--- config.mk ---
export PLATFORM = sky130hd
export DESIGN_NAME = ysyx_22040237_lsu
export DESIGN_NICKNAME = d
export VERILOG_FILES = /design/src/rtl/ysyx_22040237_lsu_pkg.sv /design/src/rtl/ysyx_22040237_lsu_align.sv /design/src/rtl/ysyx_22040237_lsu.sv
export SDC_FILE = /design/constraint.sdc
export NUM_CORES = 1
export LEC_CHECK = 0
export ABC_AREA = 1
export CORE_MARGIN = 10
export CORE_UTILIZATION = 35
export CTS_CLUSTER_SIZE = 40
export DETAILED_ROUTE_END_ITERATION = 8
export PLACE_DENSITY = 0.74
export RECOVER_POWER = 25
export SKIP_LAST_GASP = 1
export SYNTH_ARGS = -nofsm -noshare
export SYNTH_HDL_FRONTEND = slang
export SYNTH_HIERARCHICAL = 1
export SYNTH_SLANG_ARGS = --single-unit
--- constraint.sdc ---
create_clock -name clk -period 3.4 [get_ports clk]
set_input_delay 1.02 -clock clk [delete_from_list [all_inputs] [get_ports clk]]
set_output_delay 1.02 -clock clk [all_outputs]
set_load 0.05 [all_outputs]
--- src/rtl/ysyx_22040237_lsu_pkg.sv ---
// ysyx_22040237_lsu_pkg: shared LSU defines (XLEN, ls_info bit indices, FSM state encodings, access size)
package ysyx_22040237_lsu_pkg;
  localparam int XLEN = 64;
  localparam int LS_LOAD = 0;
  localparam int LS_STORE = 1;
  localparam int LS_USIGN = 2;
  localparam int LS_BYTE = 3;
  localparam int LS_DB = 4;
  localparam int LS_WORD = 5;
  localparam int LS_DW = 6;
  localparam logic [1:0] S_IDLE = 2'd0;
  localparam logic [1:0] S_REQ = 2'd1;
  localparam logic [1:0] S_RESP = 2'd2;
  localparam logic [1:0] S_WB = 2'd3;
  typedef enum logic [1:0] {SZ_B, SZ_H, SZ_W, SZ_D} size_e;
endpackage

--- src/rtl/ysyx_22040237_lsu_align.sv ---
// ysyx_22040237_lsu_align: size decode, misalign check, store lane replication/strobes, load extract+extend (ls_info/off/sdata/rdata in; is_ls/misalign/wdata/wstrb/ldata out)
module ysyx_22040237_lsu_align
  import ysyx_22040237_lsu_pkg::*;
(
  input  logic [6:0]      ls_info,
  input  logic [2:0]      off,
  input  logic [XLEN-1:0] sdata,
  input  logic [XLEN-1:0] rdata,
  output logic            is_ls,
  output logic            misalign,
  output logic [XLEN-1:0] wdata,
  output logic [7:0]      wstrb,
  output logic [XLEN-1:0] ldata
);
  size_e sz;
  logic sx;
  logic [XLEN-1:0] sh;
  always_comb begin
    sz = ls_info[LS_DW] ? SZ_D : ls_info[LS_WORD] ? SZ_W : ls_info[LS_DB] ? SZ_H : ls_info[LS_BYTE] ? SZ_B : SZ_B;
    is_ls = ls_info[LS_LOAD] | ls_info[LS_STORE];
    misalign = sz == SZ_D ? off != 3'd0 : sz == SZ_W ? off[1:0] != 2'd0 : sz == SZ_H && off[0];
    wdata = sz == SZ_D ? sdata : sz == SZ_W ? {2{sdata[31:0]}} : sz == SZ_H ? {4{sdata[15:0]}} : {8{sdata[7:0]}};
    wstrb = !ls_info[LS_STORE] ? 8'h00 : sz == SZ_D ? 8'hFF : (sz == SZ_W ? 8'h0F : sz == SZ_H ? 8'h03 : 8'h01) << off;
    sh = rdata >> {off, 3'b000};
    sx = ~ls_info[LS_USIGN];
    ldata = sz == SZ_D ? sh : sz == SZ_W ? {{32{sx & sh[31]}}, sh[31:0]} :
            sz == SZ_H ? {{48{sx & sh[15]}}, sh[15:0]} : {{56{sx & sh[7]}}, sh[7:0]};
  end
endmodule

--- src/rtl/ysyx_22040237_lsu.sv ---
// ysyx_22040237_lsu: IDLE/REQ/RESP/WB load-store FSM; ex_* in, mem_* req/gnt/rvalid bus, wb_* result out with misalign/bus-error flags
module ysyx_22040237_lsu
  import ysyx_22040237_lsu_pkg::*;
#(
  parameter int MEM_TIMEOUT = 256
) (
  input  logic            clk,
  input  logic            rst,
  input  logic            ex_valid_i,
  output logic            ex_ready_o,
  input  logic            rd_wr_en_i,
  input  logic [4:0]      rd_idx_i,
  input  logic [XLEN-1:0] alu_res_i,
  input  logic [6:0]      ls_info_bus_i,
  input  logic [XLEN-1:0] rs2_store_i,
  output logic            mem_req_o,
  output logic            mem_we_o,
  output logic [XLEN-1:0] mem_addr_o,
  output logic [XLEN-1:0] mem_wdata_o,
  output logic [7:0]      mem_wstrb_o,
  input  logic            mem_gnt_i,
  input  logic            mem_rvalid_i,
  input  logic [XLEN-1:0] mem_rdata_i,
  output logic            wb_valid_o,
  input  logic            wb_ready_i,
  output logic            wb_rd_wr_en_o,
  output logic [4:0]      wb_rd_idx_o,
  output logic [XLEN-1:0] wb_data_o,
  output logic            lsu_misalign_o,
  output logic            lsu_bus_err_o
);
  localparam int CW = $clog2(MEM_TIMEOUT + 1);
  logic [1:0] state;
  logic [CW-1:0] cnt;
  logic [XLEN-1:0] addr_q, wd_q, wb_data_q, wdata, ldata;
  logic [6:0] info_q, info_s;
  logic [7:0] ws_q, wstrb;
  logic [4:0] rd_idx_q;
  logic [2:0] off_s;
  logic rd_we_q, wb_we_q, mis_q, berr_q, is_ls, misalign, tmo;
  assign info_s = state == S_IDLE ? ls_info_bus_i : info_q;
  assign off_s = state == S_IDLE ? alu_res_i[2:0] : addr_q[2:0];
  assign tmo = cnt == CW'(MEM_TIMEOUT - 1);
  ysyx_22040237_lsu_align u_align (
    .ls_info  (info_s),
    .off      (off_s),
    .sdata    (rs2_store_i),
    .rdata    (mem_rdata_i),
    .is_ls    (is_ls),
    .misalign (misalign),
    .wdata    (wdata),
    .wstrb    (wstrb),
    .ldata    (ldata)
  );
  assign ex_ready_o = state == S_IDLE;
  assign mem_req_o = state == S_REQ;
  assign mem_we_o = info_q[LS_STORE];
  assign mem_addr_o = {addr_q[XLEN-1:3], 3'b000};
  assign mem_wdata_o = wd_q;
  assign mem_wstrb_o = ws_q;
  assign wb_valid_o = state == S_WB;
  assign wb_rd_wr_en_o = wb_we_q;
  assign wb_rd_idx_o = rd_idx_q;
  assign wb_data_o = wb_data_q;
  assign lsu_misalign_o = mis_q;
  assign lsu_bus_err_o = berr_q;
  always_ff @(posedge clk) begin
    if (rst) begin
      state <= S_IDLE;
      cnt <= '0;
      addr_q <= '0;
      info_q <= '0;
      rd_idx_q <= '0;
      rd_we_q <= 1'b0;
      wd_q <= '0;
      ws_q <= '0;
      wb_data_q <= '0;
      wb_we_q <= 1'b0;
      mis_q <= 1'b0;
      berr_q <= 1'b0;
    end else begin
      case (state)
        S_IDLE: if (ex_valid_i) begin
          addr_q <= alu_res_i;
          info_q <= ls_info_bus_i;
          rd_idx_q <= rd_idx_i;
          rd_we_q <= rd_wr_en_i;
          wd_q <= wdata;
          ws_q <= wstrb;
          cnt <= '0;
          wb_data_q <= alu_res_i;
          wb_we_q <= rd_wr_en_i & ~is_ls;
          mis_q <= is_ls & misalign;
          berr_q <= 1'b0;
          state <= is_ls && !misalign ? S_REQ : S_WB;
        end
        S_REQ: begin
          cnt <= cnt + CW'(1);
          if (mem_gnt_i) state <= info_q[LS_STORE] ? S_WB : S_RESP;
          else if (tmo) begin
            state <= S_WB;
            berr_q <= 1'b1;
          end
        end
        S_RESP: begin
          cnt <= cnt + CW'(1);
          if (mem_rvalid_i) begin
            state <= S_WB;
            wb_data_q <= ldata;
            wb_we_q <= rd_we_q;
          end else if (tmo) begin
            state <= S_WB;
            berr_q <= 1'b1;
          end
        end
        default: if (wb_ready_i) state <= S_IDLE;
      endcase
    end
  end
endmodule

==> summary.txt <==
Floorplan
  – Die W: 211 um
  – Core area: 35800 sq um
  – Std cell rows: 69
  – DIE AREA: 44500 sq um
  – Initial core utilization: 35.7%
  – Die H: 211 um
  – Number of I/O pins: 423

Timing
  – FMAX: 0.322 GHz
  – Slew @ Worst Pin: 1.41 ns
  – Skew final: 0.0152 ns
  – Hold WS: 0.445 ns
  – RSZ-0062 raised after global routing: false
  – Worst slew margin: 5.79%
  – Final Hold Fails: 0
  – Setup Viol. Count Final: 0
  – Fin crit period: 3.11 ns
  – Slew Viols, Final: 0
  – Tcrit/Tclk final: 91.4%
  – Final worst slack: 0.292 ns

Power and ir drop
  – Leakage: 0.00796 uW
  – Pwr/cell area: 1020 nW/um^2
  – VDD IR max: 876 uV

Setup path
  – Slowest Stage Delay on Critical Path: 0.41 ns
  – Crit path buf inv count: 4
  – Critical Path Sink Type: output port
  – Critical path type: register to output port
  – Crit path DAT: 2.09 ns
  – Crit-path slowest cell: clkbuf_1
  – Worst EP required: 2.38 ns
  – Startpoint Class: register
  – Crit path cell chain: inv_1, ha_1, buf_4, clkbuf_1, buf_12
  – Worst Path Max Fanout: 16
  – Family with the most delay on the worst path: buffers and inverters

Global routing
  – Global-route wire length before repair: 79700 um
  – Vias in the first global route: 13500
  – Initial antenna violation count: 13
  – GRT Resource Usage Total: 22.5%
  – Largest net degree at the start of global routing: 144
  – Total grt overflow: 0

CTS
  – Worst-Skew Late Latency: 0.55 ns
  – Post-CTS Setup Bufs: 0
  – Resize count post-CTS: 0
  – CTS clk-pin slew, worst paths: 0.06 ns
  – H-Tree Depth: 1
  – Deepest clock path buffer count: 3
  – Total CTS buffers: 27
  – CTS tree: done
  – CTS Sinks: 226
  – Hold-fix buffers, CTS: 0
  – Root buffer cell: clkbuf_16

Final layout
  – Design area: 18000 sq um
  – Share of cells above drive strength 1: 7.33%
  – Fill cell count: 3545
  – Synthesis-to-finish area growth: 41.1%
  – Nets: 2574

Route
  – Met3 WL: 3710 um
  – Initial DRC Count: 1265
  – Routed WL: 52800 um
  – DR WL/cell: 18.6 um
  – DRC: 0
  – Top Layer Used: met5
  – Antenna Nets Post-Route: 0
  – M1 wire length: 22900 um
  – DRT Pass-1 Iters: 5
  – Met2 Wirelength: 24500 um
  – Vias: 14100
  – Via density: 4.97

Placement
  – Port Buffer Count: 418
  – Placed inst area: 17200 sq um
  – Detail Placement HPWL: 40500 um
  – Dpl ws: -0.142 ns
  – Placer Congestion: 0.968

Worst hold path
  – HP Class: register to register

Synth
  – Cells after Synth: 2035
  – Ys Warns: 6
  – Post-Syn Area: 12800 sq um
  – Syn Area/Cell: 6.28 sq um

Run
  – Max-Cap Viols: 0

Outcome
  – Status: finished clean
per-layer routing:
metal / GRT usage (%) / vias to the layer above
met5: 0 / -
met4: 8.89 / 4
met3: 4.38 / 86
met2: 36.1 / 499
met1: 29.0 / 6466
li1: - / 7083
registers in the layout, summed over array words and instances, names as in the netlist:
| name | count |
|---|---|
| info_q | 6 |
| state | 2 |
| mem_wdata_o | 64 |
| wb_data_o | 64 |
| lsu_bus_err_o | 1 |
| rd_we_q | 1 |
| lsu_misalign_o | 1 |
| addr_q | 64 |
| wb_rd_idx_o | 5 |
| mem_wstrb_o | 8 |
| wb_rd_wr_en_o | 1 |
| cnt | 9 |
path summary, 6_finish.rpt:
path,endpoint,slack [ns],cells past startpoint,from
worst min-delay path,info_q[2],0.45,2,info_q[2]
worst max-delay path,ex_ready_o,0.29,5,state[1]
worst min register to register,info_q[2],0.45,2,info_q[2]
worst max register to register,mem_wdata_o[9],0.34,16,state[0]
layout make-up:
class	count	area, sq um	area share (%)
well taps	461	577	3.20
diodes	10	25.0	0.139
flip-flops and latches	226	4520	25.1
clock inverters	11	90.1	0.500
multi-input cells	1482	6610	36.7
clock buffers	35	766	4.25
inverters	120	453	2.51
repair buffers	499	4990	27.7
placed cells by master (no fill, tap or decap), drive strengths merged, types with 8 or more instances in the layout:
cell	n
or2	10
a21oi	92
nand3	67
buf	80
o21ai	346
dfxtp	226
diode	10
inv	122
nor2	411
nand2	504
clkdlybuf4s50	417
o211ai	8
clkbuf	37
worst reg2reg max path: cells and delay by family, from the launching register on:
kind	cells	cell delay, ns
compound gates	5	1.02
buf+inv	5	0.79
simple gates	5	0.49
flops	1	0.40
fa+ha+maj	1	0.24
report_power, final:
part,internal [uW],leakage (uW),switching [uW]
combinational,3800,0.00566,7780
sequential,3490,0.00187,427
clock,1650,0.000429,1180
total,8950,0.00796,9390
through the flow:
| stage | total power, uW | instances | util (%) | setup TNS [ns] |
|---|---|---|---|---|
| 2_1_floorplan | 11700 | 2037 | - | 0 |
| 5_1_grt | 19500 | 2843 | 50.3 | 0 |
| 3_3_place_gp | 15400 | 2788 | 47.9 | -0.785 |
| 3_5_place_dp | 15500 | 2788 | 47.9 | -3.84 |
| 4_1_cts | 18400 | 2834 | 50.3 | 0 |
| 6_report | 18300 | 2844 | 50.3 | 0 |
No activity file was read; power rests on OpenSTA's default activity.
